<file path="src/rtl/bist_pattern_session_if.sv">
// -----------------------------------------------------------------------------
// bist_pattern_session_if
//
// Purpose:
//   Bundles the control, pattern and response signals of one self-test
//   session. CK and RST stay plain ports on the controller.
//
// Signals:
//   START  begin a session (sampled in IDLE and DONE)
//   EN     advance enable; 0 stalls a running session
//   ABORT  cancel the session
//   RESP   response of the device under test to the current PAT
//   PAT    current pattern (registered LFSR state)
//   SIG    current MISR signature
//   CNT    patterns captured this session
//   BUSY   session running
//   DONE   session complete
//   PASS   valid while DONE: final signature matched the golden value
//
// Modports:
//   master  drives START/EN/ABORT/RESP, observes the status outputs
//   slave   the session controller
// -----------------------------------------------------------------------------
interface bist_pattern_session_if #(
    parameter int PAT_W  = 9,
    parameter int RESP_W = 2,
    parameter int CNT_W  = 9
);
    logic              START;
    logic              EN;
    logic              ABORT;
    logic [RESP_W-1:0] RESP;
    logic [PAT_W-1:0]  PAT;
    logic [RESP_W-1:0] SIG;
    logic [CNT_W-1:0]  CNT;
    logic              BUSY;
    logic              DONE;
    logic              PASS;

    modport master (
        output START, EN, ABORT, RESP,
        input  PAT, SIG, CNT, BUSY, DONE, PASS
    );

    modport slave (
        input  START, EN, ABORT, RESP,
        output PAT, SIG, CNT, BUSY, DONE, PASS
    );
endinterface

</file>
<file path="src/rtl/bist_pattern_session.sv">
// -----------------------------------------------------------------------------
// bist_pattern_session
//
// Purpose:
//   Self-test session controller. A Galois LFSR presents patterns on PAT, the
//   DUT responses on RESP are compacted into a Galois MISR over NUM_PAT
//   captures, and the final signature is compared with GOLDEN_SIG.
//
// Ports:
//   CK   clock, rising edge
//   RST  asynchronous reset, active-high
//   bus  session interface (slave modport):
//          in  START, EN, ABORT, RESP
//          out PAT, SIG, CNT, BUSY, DONE, PASS
//
// Sessions:
//   IDLE --START--> RUN --NUM_PAT captures--> DONE --START--> RUN
//   ABORT returns RUN or DONE to IDLE (ABORT beats START and EN).
// -----------------------------------------------------------------------------
module bist_pattern_session #(
    parameter int                PAT_W      = 9,
    parameter int                RESP_W     = 2,
    parameter int                NUM_PAT    = 256,
    parameter logic [PAT_W-1:0]  LFSR_SEED  = 9'h001,
    parameter logic [PAT_W-1:0]  LFSR_TAPS  = 9'h110,
    parameter logic [RESP_W-1:0] MISR_TAPS  = 2'b11,
    parameter logic [RESP_W-1:0] GOLDEN_SIG = 2'b00,
    parameter int                CNT_W      = $clog2(NUM_PAT + 1)
) (
    input  logic                  CK,
    input  logic                  RST,
    bist_pattern_session_if.slave bus
);

    typedef enum logic [1:0] {
        ST_IDLE = 2'd0,
        ST_RUN  = 2'd1,
        ST_DONE = 2'd2
    } state_t;

    state_t            state_q, state_d;
    logic [PAT_W-1:0]  pat_q,   pat_d;
    logic [RESP_W-1:0] sig_q,   sig_d;
    logic [CNT_W-1:0]  cnt_q,   cnt_d;
    logic              pass_q,  pass_d;

    logic [PAT_W-1:0]  lfsr_step;
    logic [RESP_W-1:0] misr_step;
    logic              last_capture;

    // Next LFSR / MISR values, used only when a capture actually happens.
    always_comb begin
        lfsr_step = (pat_q >> 1) ^ (pat_q[0] ? LFSR_TAPS : '0);
        // Zero lock: an all-zero LFSR would never leave zero.
        if (lfsr_step == '0) begin
            lfsr_step = PAT_W'(1);
        end
        misr_step = ((sig_q >> 1) ^ (sig_q[0] ? MISR_TAPS : '0)) ^ bus.RESP;
    end

    // The capture taking CNT from NUM_PAT-1 to NUM_PAT ends the session.
    assign last_capture = (cnt_q == CNT_W'(NUM_PAT - 1));

    // NOTE: every signal gets its hold value first so no path through the
    // case statement leaves one unassigned (which would infer a latch).
    always_comb begin
        state_d = state_q;
        pat_d   = pat_q;
        sig_d   = sig_q;
        cnt_d   = cnt_q;
        pass_d  = pass_q;

        unique case (state_q)
            ST_IDLE: begin
                if (bus.START) begin
                    state_d = ST_RUN;
                    pat_d   = LFSR_SEED;
                    sig_d   = '0;
                    cnt_d   = '0;
                    pass_d  = 1'b0;
                end
            end

            ST_RUN: begin
                // ABORT wins over EN; partial SIG/CNT are kept for inspection.
                if (bus.ABORT) begin
                    state_d = ST_IDLE;
                    pass_d  = 1'b0;
                end else if (bus.EN) begin
                    // RESP belongs to the PAT shown this cycle, so capture and
                    // step the LFSR together.
                    pat_d = lfsr_step;
                    sig_d = misr_step;
                    cnt_d = cnt_q + CNT_W'(1);
                    if (last_capture) begin
                        state_d = ST_DONE;
                        pass_d  = (misr_step == GOLDEN_SIG);
                    end
                end
            end

            ST_DONE: begin
                if (bus.ABORT) begin
                    state_d = ST_IDLE;
                    pass_d  = 1'b0;
                end else if (bus.START) begin
                    state_d = ST_RUN;
                    pat_d   = LFSR_SEED;
                    sig_d   = '0;
                    cnt_d   = '0;
                    pass_d  = 1'b0;
                end
            end

            default: begin
                state_d = ST_IDLE;
            end
        endcase
    end

    // NOTE: state registers use non-blocking assignments so every flop samples
    // the pre-edge values, independent of statement order.
    always_ff @(posedge CK or posedge RST) begin
        if (RST) begin
            state_q <= ST_IDLE;
            pat_q   <= LFSR_SEED;
            sig_q   <= '0;
            cnt_q   <= '0;
            pass_q  <= 1'b0;
        end else begin
            state_q <= state_d;
            pat_q   <= pat_d;
            sig_q   <= sig_d;
            cnt_q   <= cnt_d;
            pass_q  <= pass_d;
        end
    end

    assign bus.PAT  = pat_q;
    assign bus.SIG  = sig_q;
    assign bus.CNT  = cnt_q;
    assign bus.BUSY = (state_q == ST_RUN);
    assign bus.DONE = (state_q == ST_DONE);
    assign bus.PASS = pass_q;

endmodule

</file>
<file path="src/flat_wrapper.sv">
// flat-port wrapper written by rule: the top's interface ports become plain ports
module bist_pattern_session_flat 
#(
    parameter int                PAT_W      = 9,
    parameter int                RESP_W     = 2,
    parameter int                NUM_PAT    = 256,
    parameter logic [PAT_W-1:0]  LFSR_SEED  = 9'h001,
    parameter logic [PAT_W-1:0]  LFSR_TAPS  = 9'h110,
    parameter logic [RESP_W-1:0] MISR_TAPS  = 2'b11,
    parameter logic [RESP_W-1:0] GOLDEN_SIG = 2'b00,
    parameter int                CNT_W      = $clog2(NUM_PAT + 1)
)
  (CK, RST, bus_START, bus_EN, bus_ABORT, bus_RESP, bus_PAT, bus_SIG, bus_CNT, bus_BUSY, bus_DONE, bus_PASS);
  bist_pattern_session_if #(.PAT_W(PAT_W), .RESP_W(RESP_W), .CNT_W(CNT_W)) bus_i ();
  input  logic CK;
  input  logic RST;
  input wire logic [$bits(bus_i.START)-1:0] bus_START;
  input wire logic [$bits(bus_i.EN)-1:0] bus_EN;
  input wire logic [$bits(bus_i.ABORT)-1:0] bus_ABORT;
  input wire logic [$bits(bus_i.RESP)-1:0] bus_RESP;
  output wire logic [$bits(bus_i.PAT)-1:0] bus_PAT;
  output wire logic [$bits(bus_i.SIG)-1:0] bus_SIG;
  output wire logic [$bits(bus_i.CNT)-1:0] bus_CNT;
  output wire logic [$bits(bus_i.BUSY)-1:0] bus_BUSY;
  output wire logic [$bits(bus_i.DONE)-1:0] bus_DONE;
  output wire logic [$bits(bus_i.PASS)-1:0] bus_PASS;
  assign bus_i.START = bus_START;
  assign bus_i.EN = bus_EN;
  assign bus_i.ABORT = bus_ABORT;
  assign bus_i.RESP = bus_RESP;
  assign bus_PAT = bus_i.PAT;
  assign bus_SIG = bus_i.SIG;
  assign bus_CNT = bus_i.CNT;
  assign bus_BUSY = bus_i.BUSY;
  assign bus_DONE = bus_i.DONE;
  assign bus_PASS = bus_i.PASS;
  bist_pattern_session #(.PAT_W(PAT_W), .RESP_W(RESP_W), .NUM_PAT(NUM_PAT), .LFSR_SEED(LFSR_SEED), .LFSR_TAPS(LFSR_TAPS), .MISR_TAPS(MISR_TAPS), .GOLDEN_SIG(GOLDEN_SIG), .CNT_W(CNT_W)) u_core (.CK(CK), .RST(RST), .bus(bus_i));
endmodule
</file>
<file path="config.mk">
export PLATFORM = sky130hd
export DESIGN_NAME = bist_pattern_session_flat
export DESIGN_NICKNAME = d
export VERILOG_FILES = /design/src/rtl/bist_pattern_session_if.sv /design/src/rtl/bist_pattern_session.sv /design/src/flat_wrapper.sv
export SDC_FILE = /design/constraint.sdc
export NUM_CORES = 1
export LEC_CHECK = 0
export BUFFER_PORTS_ARGS = -buffer_cell sky130_fd_sc_hd__buf_4
export CORE_MARGIN = 5
export CORE_UTILIZATION = 30
export CTS_BUF_LIST = sky130_fd_sc_hd__clkbuf_4
export CTS_CLUSTER_DIAMETER = 30
export CTS_CLUSTER_SIZE = 30
export DETAILED_ROUTE_END_ITERATION = 12
export SLEW_MARGIN = 30
export SYNTH_ARGS = -nofsm -noshare
export SYNTH_HDL_FRONTEND = slang
export SYNTH_SLANG_ARGS = --single-unit
</file>
<file path="constraint.sdc">
create_clock -name CK -period 1.8 [get_ports CK]
set_input_delay 0.09 -clock CK [delete_from_list [all_inputs] [get_ports CK]]
set_output_delay 0.09 -clock CK [all_outputs]
set_load 0.05 [all_outputs]
</file>
==> summary.txt <==
Critical path
  – CP Class: flip-flop to flip-flop
  – Critical path endpoint category: flip-flop
  – CP Launch Type: flip-flop
  – WP data arrival: 1.99 ns
  – Crit path required time: 2.04 ns
  – Critical path fanouts, max: 4

Clocking
  – Cts bufs inserted: 3
  – Clock Tree Buf Depth: 2
  – CTS clk-pin slew, worst paths: 0.14 ns
  – Sink Count: 23
  – H-tree Lvls: 1
  – CTS tree: built
  – Clock Latency Late Sink: 0.32 ns
  – Root buffer cell: clkbuf_4

Job
  – Max cap viols: 0

Synth
  – Most frequent cell after synthesis: o21ai_1
  – Avg Synthesized Cell Area: 9.28 um2
  – Top-area cell type share of the netlist area: 0.421
  – Synth top area cells: dfrtp_1 42%, o21ai_1 10%, ha_1 6.7%
  – Post-synth ARST share: 1.00
  – Primary FF master, synth: dfrtp_1
  – Synth Instances: 141
  – EDFF count, synth: 0
  – Syn_nets: 155
  – Yosys Warn Count: 0
  – #FFs+latches synth: 23
  – Most frequent cells after synthesis: 27 x o21ai_1, 22 x dfrtp_1, 19 x nand2_1, 9 x a21oi_1, 7 x ha_1
  – Synthesized area: 1310 um2
  – Post-synthesis cell type count: 38
  – Sequential-to-total area share from yosys stat: 0.441
  – Yosys top cell by area: dfrtp_1

Detailed routing
  – Vias: 1262
  – Vias/cell: 5.13
  – DR pass1 iterations: 4
  – DRT Wirelength: 3.58 mm
  – Wire per inst: 14.5 um
  – DRC violations left: 0
  – Initial drt markers: 65
  – Post-route ant nets: 0

Placement
  – Post-DP HPWL: 2.46 mm
  – Placed Cells: 230
  – RePlAce Congestion: 0.860
  – Port buffer count: 29
  – Area post-placement: 1700 um2

Die
  – CORE AREA: 4290 um2
  – Die Height: 76.1 um
  – Full die area: 5780 um2
  – Top-level port count: 30
  – Die X: 76.1 um
  – Initial Util: 0.305
  – Row count: 24

Hold path
  – Hold Path Class: input pin to flip-flop

Power and ir drop
  – Internal cell power: 1.33 mW
  – PwrDens: 1360 nW/um2
  – Logic pwr share: 0.593
  – Sw Pwr: 1.26 mW
  – Part of the power in registers: 0.310
  – Switching part of the total: 0.486
  – Worst VDD drop: 0.499 mV
  – Pleak: 0.861 nW
  – Power share of the clock group: 0.096

Timing
  – RSZ-0062 raised after global routing: yes
  – Finish-stage setup viols: 0
  – Relative slew slack: 0.720
  – Final Max Slew Viols: 0
  – Worst hold slack: 0.0604 ns
  – Worst-Margin Slew: 0.419 ns
  – Skew final: 0.0156 ns
  – Setup tns final: 0 ns
  – Tcrit/Tclk final: 0.973
  – Achievable Freq: 571 MHz
  – Hold Violations, Final: 0
  – Min cycle time layout: 1.75 ns

Finish
  – Post-layout util: 0.442
  – Final Cell Area: 1900 um2
  – Cell Count, Final, Fillers Out: 246
  – Layout area overhead: 45.0%
  – Ratio of cells with drive above 1 in the final layout: 0.454
  – Ant. Diodes: 0
  – # nets final: 209

Global routing
  – Global-route wire length before repair: 5.76 mm
  – GRT overflow: 0
  – Initial antenna violation count: 0
  – Largest net degree at the start of global routing: 24
  – Global-route usage over all layers: 0.116
  – Vias in the first global route: 1250

Outcome
  – Outcome: completed
layout make-up:
type,instances,area [um2]
Tap cell,52,65.1
Clock inverter,1,5.00
Timing Repair Buffer,55,432
Fill cell,424,2400
Inverter,5,18.8
Clock buffer,3,22.5
Sequential cell,23,586
Multi-Input combinational cell,107,769
timing repair:
action,in CTS,in global routing
pin swaps,2,10
endpoints found under the hold margin,22,0
endpoints found under the setup margin,11,20
hold buffers,1,0
gates cloned,0,1
buffers inserted,3,7
resized for setup,1,19
final timing paths:
kind / startpoint / to / slack [ns] / cells after the start
max in group asynchronous: RST / u_core.bus.PAT[0] / 1.15 / 4
hold / removal: bus_START / u_core.state_q[0] / 0.06 / 3
hold reg to reg: u_core.bus.PASS / u_core.bus.PASS / 0.52 / 2
setup / recovery: u_core.state_q[1] / u_core.bus.CNT[4] / 0.05 / 6
min in group asynchronous: RST / u_core.bus.CNT[7] / 0.34 / 4
setup reg to reg: u_core.state_q[1] / u_core.bus.CNT[4] / 0.05 / 6
worst max-delay path, stage by stage (launching register included):
cell and delay (ns):
dfrtp_1 0.44, inv_2 0.07, ha_4 0.16, and2b_4 0.28, a22oi_2 0.11, or4_1 0.48, a21oi_1 0.14
stage by stage:
stage,power (mW),worst slack (ns)
detailed placement,2.22,-0.00513
floorplan,1.78,0.00191
finish,2.59,0.0491
global placement,2.19,0.0605
CTS,2.51,0.00805
global route,2.76,-0.0491
layer usage:
layer,vias up,track usage,share of wire
met5,-,0,0
met4,0,0.0245,0.0031
met3,2,0.0296,0.045
met2,36,0.185,0.48
met1,608,0.159,0.47
li1,616,-,-
power by group through the flow:
stage	clock [mW]	combinational (mW)	sequential [mW]
2_1_floorplan	0	0.602	1.18
4_1_cts	0.255	1.45	0.803
3_3_place_gp	0	1.39	0.800
5_1_grt	0.275	1.66	0.828
6_report	0.249	1.54	0.804
3_5_place_dp	0	1.41	0.811
sequential cells by signal, indices dropped and copies added (netlist names):
register         count
u_core.bus.CNT       9
u_core.bus.PASS      1
u_core.bus.PAT       9
u_core.bus.SIG       2
u_core.state_q       2
kinds of logic after synthesis:
family,synth area share
adder cells (fa/ha/maj),0.0669
AND/OR/NAND/NOR,0.178
buffers and inverters,0.0507
XOR/XNOR,0.0268
flip-flops,0.441
AO/OA/AOI/OAI,0.237
layout by cell type, fill, tap and decap left out, types with 3 or more instances in the layout:
cell type and n:
a21oi_1 6, a21oi_2 3, buf_4 52, clkbuf_4 3, dfrtp_1 15, dfrtp_2 7
ha_2 3, inv_1 4, nand2_1 18, nand3_1 4, o21ai_1 26, o31ai_1 4
or2b_1 3
Note: power is estimated with default switching activity, not from simulation.
